**config.mk**
```make
export PLATFORM = sky130hd
export DESIGN_NAME = uart_out_port
export DESIGN_NICKNAME = d
export VERILOG_FILES = /design/src/rtl/uart_out_port_pkg.sv /design/src/rtl/uart_out_port_sync_fifo.sv /design/src/rtl/uart_out_port.sv
export SDC_FILE = /design/constraint.sdc
export NUM_CORES = 1
export LEC_CHECK = 0
export CELL_PAD_IN_SITES_DETAIL_PLACEMENT = 0
export CELL_PAD_IN_SITES_GLOBAL_PLACEMENT = 1
export CORE_UTILIZATION = 51
export CTS_BUF_LIST = sky130_fd_sc_hd__clkbuf_16
export DETAILED_ROUTE_END_ITERATION = 6
export PLACE_DENSITY = 0.84
export SLEW_MARGIN = 20
export SYNTH_ARGS = -nofsm -noshare
export SYNTH_HDL_FRONTEND = slang
export SYNTH_SLANG_ARGS = --single-unit
```
**constraint.sdc**
```tcl
create_clock -name clk_i -period 4.6 [get_ports clk_i]
set_clock_uncertainty 0.1 [all_clocks]
set_input_delay 0.46 -clock clk_i [delete_from_list [all_inputs] [get_ports clk_i]]
set_output_delay 0.46 -clock clk_i [all_outputs]
set_load 0.05 [all_outputs]
```
**src/rtl/uart_out_port_pkg.sv**
```systemverilog
// Shared definitions for the UART output port: FSM state encodings and defaults.
package uart_out_port_pkg;

    // 2-bit state encodings, kept here so a future receive port can share them.
    typedef enum logic [1:0] {
        ST_IDLE  = 2'd0,
        ST_START = 2'd1,
        ST_DATA  = 2'd2,
        ST_STOP  = 2'd3
    } uart_state_e;

    localparam int UART_DATA_W                = 8;
    localparam int UART_FIFO_DEPTH_DEFAULT    = 4;
    localparam int UART_CLKS_PER_BIT_DEFAULT  = 4;

endpackage

```
**src/rtl/uart_out_port_sync_fifo.sv**
```systemverilog
// Synchronous FIFO with power-of-two depth; head entry is visible on rd_data_o.
module uart_out_port_sync_fifo
    import uart_out_port_pkg::*;
#(
    parameter int DATA_W     = UART_DATA_W,
    parameter int FIFO_DEPTH = UART_FIFO_DEPTH_DEFAULT
) (
    input  logic                        clk_i,
    input  logic                        rst_i,
    input  logic                        push_i,
    input  logic [DATA_W-1:0]           wr_data_i,
    input  logic                        pop_i,
    output logic [DATA_W-1:0]           rd_data_o,
    output logic                        full_o,
    output logic                        empty_o,
    output logic [$clog2(FIFO_DEPTH):0] count_o
);

    localparam int PTR_W = $clog2(FIFO_DEPTH);
    localparam int CNT_W = PTR_W + 1;

    logic [DATA_W-1:0] mem_q [FIFO_DEPTH];
    logic [PTR_W-1:0]  wr_ptr_q, wr_ptr_d;
    logic [PTR_W-1:0]  rd_ptr_q, rd_ptr_d;
    logic [CNT_W-1:0]  count_q, count_d;
    logic              push_ok;
    logic              pop_ok;

    assign full_o    = (count_q == CNT_W'(FIFO_DEPTH));
    assign empty_o   = (count_q == '0);
    assign count_o   = count_q;
    assign rd_data_o = mem_q[rd_ptr_q];

    // Pointer and count update; pushes into a full FIFO and pops from an empty one are ignored.
    always_comb begin
        push_ok  = push_i && !full_o;
        pop_ok   = pop_i && !empty_o;
        wr_ptr_d = push_ok ? wr_ptr_q + 1'b1 : wr_ptr_q;
        rd_ptr_d = pop_ok  ? rd_ptr_q + 1'b1 : rd_ptr_q;
        count_d  = count_q + CNT_W'(push_ok) - CNT_W'(pop_ok);
    end

    // Pointer and count registers.
    always_ff @(posedge clk_i) begin
        if (rst_i) begin
            wr_ptr_q <= '0;
            rd_ptr_q <= '0;
            count_q  <= '0;
        end else begin
            wr_ptr_q <= wr_ptr_d;
            rd_ptr_q <= rd_ptr_d;
            count_q  <= count_d;
        end
    end

    // Storage; contents need no reset because the count gates every read.
    always_ff @(posedge clk_i) begin
        if (push_ok) begin
            mem_q[wr_ptr_q] <= wr_data_i;
        end
    end

endmodule

```
**src/rtl/uart_out_port.sv**
```systemverilog
// UART output port: queues CPU output bytes and serializes them as 8N1 frames.
//
//  state    | meaning
//  ---------+-------------------------------------------------------------
//  ST_IDLE  | line high, waiting for a queued byte
//  ST_START | start bit (line low) for one bit time
//  ST_DATA  | eight data bits, LSB first, one bit time each
//  ST_STOP  | stop bit (line high); chains straight into the next frame
module uart_out_port
    import uart_out_port_pkg::*;
#(
    parameter int DATA_W       = UART_DATA_W,
    parameter int FIFO_DEPTH   = UART_FIFO_DEPTH_DEFAULT,
    parameter int CLKS_PER_BIT = UART_CLKS_PER_BIT_DEFAULT
) (
    input  logic                        clk_i,
    input  logic                        rst_i,
    input  logic [DATA_W-1:0]           data_i,
    input  logic                        wr_i,
    output logic                        tx_o,
    output logic                        busy_o,
    output logic                        full_o,
    output logic [$clog2(FIFO_DEPTH):0] level_o,
    output logic                        overflow_o
);

    localparam int BAUD_W = (CLKS_PER_BIT > 1) ? $clog2(CLKS_PER_BIT) : 1;
    localparam logic [BAUD_W-1:0] BAUD_LAST = BAUD_W'(CLKS_PER_BIT - 1);

    uart_state_e       state_q, state_d;
    logic [BAUD_W-1:0] baud_q, baud_d;
    logic [2:0]        bit_q, bit_d;
    logic [DATA_W-1:0] shift_q, shift_d;
    logic              tx_q, tx_d;
    logic              overflow_q, overflow_d;

    logic              fifo_pop;
    logic              fifo_empty;
    logic              fifo_full;
    logic [DATA_W-1:0] fifo_head;
    logic              baud_last;

    uart_out_port_sync_fifo #(
        .DATA_W     (DATA_W),
        .FIFO_DEPTH (FIFO_DEPTH)
    ) u_fifo (
        .clk_i     (clk_i),
        .rst_i     (rst_i),
        .push_i    (wr_i),
        .wr_data_i (data_i),
        .pop_i     (fifo_pop),
        .rd_data_o (fifo_head),
        .full_o    (fifo_full),
        .empty_o   (fifo_empty),
        .count_o   (level_o)
    );

    assign full_o     = fifo_full;
    assign overflow_o = overflow_q;
    assign tx_o       = tx_q;
    assign busy_o     = (state_q != ST_IDLE) || (level_o != '0);
    assign baud_last  = (baud_q == BAUD_LAST);

    // Next-state, counters and shifter; tx is derived from the next state so the pin is registered.
    always_comb begin
        state_d    = state_q;
        baud_d     = baud_q;
        bit_d      = bit_q;
        shift_d    = shift_q;
        fifo_pop   = 1'b0;
        // full_o is the pre-pop value, so a write at a full FIFO is dropped even during a pop.
        overflow_d = overflow_q || (wr_i && fifo_full);

        unique case (state_q)
            ST_IDLE: begin
                baud_d = '0;
                bit_d  = '0;
                if (!fifo_empty) begin
                    fifo_pop = 1'b1;
                    shift_d  = fifo_head;
                    state_d  = ST_START;
                end
            end
            ST_START: begin
                if (baud_last) begin
                    baud_d  = '0;
                    bit_d   = '0;
                    state_d = ST_DATA;
                end else begin
                    baud_d = baud_q + 1'b1;
                end
            end
            ST_DATA: begin
                if (baud_last) begin
                    baud_d = '0;
                    if (bit_q == 3'd7) begin
                        state_d = ST_STOP;
                    end else begin
                        bit_d   = bit_q + 1'b1;
                        shift_d = shift_q >> 1;
                    end
                end else begin
                    baud_d = baud_q + 1'b1;
                end
            end
            ST_STOP: begin
                if (baud_last) begin
                    baud_d = '0;
                    bit_d  = '0;
                    if (!fifo_empty) begin
                        fifo_pop = 1'b1;
                        shift_d  = fifo_head;
                        state_d  = ST_START;
                    end else begin
                        state_d = ST_IDLE;
                    end
                end else begin
                    baud_d = baud_q + 1'b1;
                end
            end
            default: state_d = ST_IDLE;
        endcase

        unique case (state_d)
            ST_START: tx_d = 1'b0;
            ST_DATA:  tx_d = shift_d[0];
            default:  tx_d = 1'b1;
        endcase
    end

    // State, counter, shifter, line and sticky overflow registers.
    always_ff @(posedge clk_i) begin
        if (rst_i) begin
            state_q    <= ST_IDLE;
            baud_q     <= '0;
            bit_q      <= '0;
            shift_q    <= '0;
            tx_q       <= 1'b1;
            overflow_q <= 1'b0;
        end else begin
            state_q    <= state_d;
            baud_q     <= baud_d;
            bit_q      <= bit_d;
            shift_q    <= shift_d;
            tx_q       <= tx_d;
            overflow_q <= overflow_d;
        end
    end

endmodule

```
==> flow_metrics.env <==
export IMPL_path_common_cell="ha_1"
export IMPL_cp_slowest_stage_delay_ns=0.39
export IMPL_startpoint_type="register"
export IMPL_crit_reg2reg_launch="state_q[0]"
export IMPL_fmax_mhz=351.0
export IMPL_slew_headroom_pct=34.54
export IMPL_finalHoldViolCount=0
export IMPL_crit_slowest_cell="dfxtp_1"
export IMPL_routabilityCongestion=0.7716
export IMPL_core_sq_um=4817
export IMPL_setup_tns_ns=0
export IMPL_cts_buffers_inserted=9
export IMPL_syn_nets=231
export IMPL_design_area_sq_um=3117
export IMPL_clk_pin_slew_ns=0.06
export IMPL_wl_mm=4.649
export IMPL_grt_setup_unrepaired="no"
export IMPL_clk_path_buf_depth=2
export IMPL_via_per_inst=5.567
export IMPL_first_pass_iters=4
export IMPL_cts_max_level=3
export IMPL_placed_cells=277
export IMPL_power_density_nw_per_um2=664.1
export IMPL_rows=25
export IMPL_p_total_mw=2.070
export IMPL_maxCapViolations=0
export IMPL_areaGrowthSynthToFinish_pct=19.13
export IMPL_cts_sinks=58
export IMPL_antenna_left=0
export IMPL_ys_seq_area_share_pct=56.62
export IMPL_diodes=0
export IMPL_worst_ep_required_time_ns=4.68
export IMPL_critPathKind="register to register"
export IMPL_r2r_end="u_fifo.count_o[2]"
export IMPL_crit_fanout=4
export IMPL_hold_class="register to register"
export IMPL_fin_util_pct=64.70
export IMPL_slew_violations=0
export IMPL_rr_worst_depth=11
export IMPL_grt_max_degree=27
export IMPL_ir_drop_mv=0.4796
export IMPL_hold_buffers=0
export IMPL_cts_resized=0
export IMPL_drive_gt1_share_pct=11.95
export IMPL_r2r_setup_slack_ns=1.75
export IMPL_dieArea_sq_um=5421
export IMPL_die_height_um=73.63
export IMPL_end_kind="register"
export IMPL_finalCriticalPeriod_ns=2.849
export IMPL_setup_viol=0
export IMPL_wire_per_inst_um=15.87
export IMPL_drt_iter0_drc=191
export IMPL_worstPathArrival_ns=2.92
export IMPL_synth_top_cell_by_area="edfxtp_1"
export IMPL_cts_tree="yes"
export IMPL_synth_top_area_share_pct=36.73
export IMPL_p_leak_nw=1.157
export IMPL_die_w_um=73.63
export IMPL_dpl_hpwl_mm=3.158
export IMPL_cts_root_buffer="clkbuf_16"
export IMPL_synth_warnings=0
export IMPL_grt_pass1_vias=1612
export IMPL_io_pins=18
export IMPL_antenna_found_initial=0
export IMPL_status="finished clean"
export IMPL_global_route_usage_total_pct=19.93
export IMPL_synth_seq_cells=58
export IMPL_post_route_period_util_pct=61.93
export IMPL_worst_slew_pin_slew_ns=0.9788
export IMPL_nNetsFinal=247
export IMPL_final_cells=293
export IMPL_gr_total_overflow=0
export IMPL_postCtsSetupBuffers=0
export IMPL_num_vias=1631
export IMPL_clk_latency_ns=0.33
export IMPL_port_buffers=17
export IMPL_start_util_pct=54.31
export IMPL_grt_pass1_wl_mm=7.645
export IMPL_place_area_sq_um=2790
export IMPL_synthTopCellsByArea="edfxtp_1 37%, dfxtp_1 20%, ha_1 6.7%"
export IMPL_synth_distinct_cells=45
export IMPL_drc=0
export IMPL_netlist_area_sq_um=2616
export IMPL_critPathCapture="u_fifo.count_o[2]"
export IMPL_setup_worst_path_start="state_q[0]"
export IMPL_syn_area_per_cell_sq_um=12.76
export IMPL_cp_cell_sequence="inv_1 > ha_1 > a21oi_1 > nor3_1 > ha_1 > inv_1 > ha_1 > fa_1 > xnor2_1 > xnor2_1 > nor2_1"
export IMPL_synthCells=205
power breakdown:
part           leakage (nW)  switching [mW]  internal (mW)
clock network         0.152           0.244          0.477
logic                 0.498           0.365          0.274
registers             0.506          0.0684          0.642
total                  1.16           0.677           1.39
flip-flops by register name, summed over array words and instances, names as in the netlist, 2 cells and up, named ones only:
name,count
bit_q,3
u_fifo.wr_ptr_q,2
u_fifo.count_o,3
baud_q,2
u_fifo.rd_ptr_q,2
state_q,2
shift_q,8
u_fifo.mem_q,32
cell usage after synthesis (all sizes together):
master / instances
nor4b: 1
nand4: 2
inv: 9
and3: 8
and3b: 1
a221o: 6
nor2b: 6
a21o: 2
nand3b: 1
xnor2: 4
o2bb2ai: 1
nand4b: 1
o21ai: 7
dfxtp: 26
o21bai: 1
a21oi: 9
a2bb2oi: 1
mux2i: 2
nor2: 21
edfxtp: 32
nor3b: 1
fa: 1
a22oi: 6
mux4: 8
nor4: 1
o2111ai: 1
xor2: 1
clkbuf: 7
buf: 5
or3: 1
ha: 14
o32a: 1
nand2: 7
nor3: 5
and2: 5
stage by stage:
step	worst slack, ns	hold WS, ns
floorplan	1.931	0.3032
global placement	1.874	0.3125
detailed placement	1.747	0.3199
CTS	1.720	0.3277
global route	1.496	0.3610
finish	1.751	0.3242
layout by cell type (no fill, tap or decap), types with 5 or more instances in the layout:
cell and count:
clkdlybuf4s50_1 17, clkbuf_16 9, nand2_1 7, nor3_1 5, a21oi_1 9, edfxtp_1 32
ha_1 14, nor2b_1 6, and3_1 8, inv_1 9, dfxtp_1 26, o21ai_0 5
a221o_1 6, a22oi_1 6, mux4_2 6, nor2_1 20
routing by layer:
layer | vias to the layer above | share of wire [%] | global-route usage [%]
met1 | 788 | 44 | 23.29
met2 | 44 | 50 | 32.72
li1 | 792 | - | -
met4 | 0 | 2.2 | 7.906
met5 | - | 0 | 0
met3 | 7 | 4.4 | 8.093
how the worst min path moves through the flow:
stage	start	to	slack, ns	cells past startpoint
floorplan	baud_q[0]	baud_q[0]	0.30	1
global placement	baud_q[0]	baud_q[0]	0.31	1
detailed placement	baud_q[0]	baud_q[0]	0.32	1
CTS	baud_q[0]	baud_q[0]	0.33	1
global route	baud_q[0]	baud_q[0]	0.36	1
finish	baud_q[0]	baud_q[0]	0.32	1
final cells by class:
type,instances,area (sq um)
fillers,373,1700
flip-flops and latches,58,1481
multi-input cells,126,1021
clock buffers,9,225.2
repair buffers,17,170.2
clock inverters,7,101.3
well taps,67,83.83
inverters,9,33.78
cell families after synthesis:
family / Yosys count / share of synthesized area (%)
and+or+nand+nor: 61 / 12.43
DFF: 58 / 56.62
AOI/OAI and AO/OA: 35 / 9.517
buffers and inverters: 21 / 4.351
adders and majority gates: 15 / 7.461
muxes: 10 / 7.939
xor gates and xnor gates: 5 / 1.674
worst max-delay path, delay by kind of cell, from the launching register on:
family | cells | cell delay [ns]
AOI/OAI and AO/OA | 1 | 0.37
xor gates and xnor gates | 2 | 0.32
adders and majority gates | 4 | 1.15
buffers and inverters | 2 | 0.15
DFF | 1 | 0.39
and+or+nand+nor | 2 | 0.21
No activity file was read; power rests on OpenSTA's default activity.
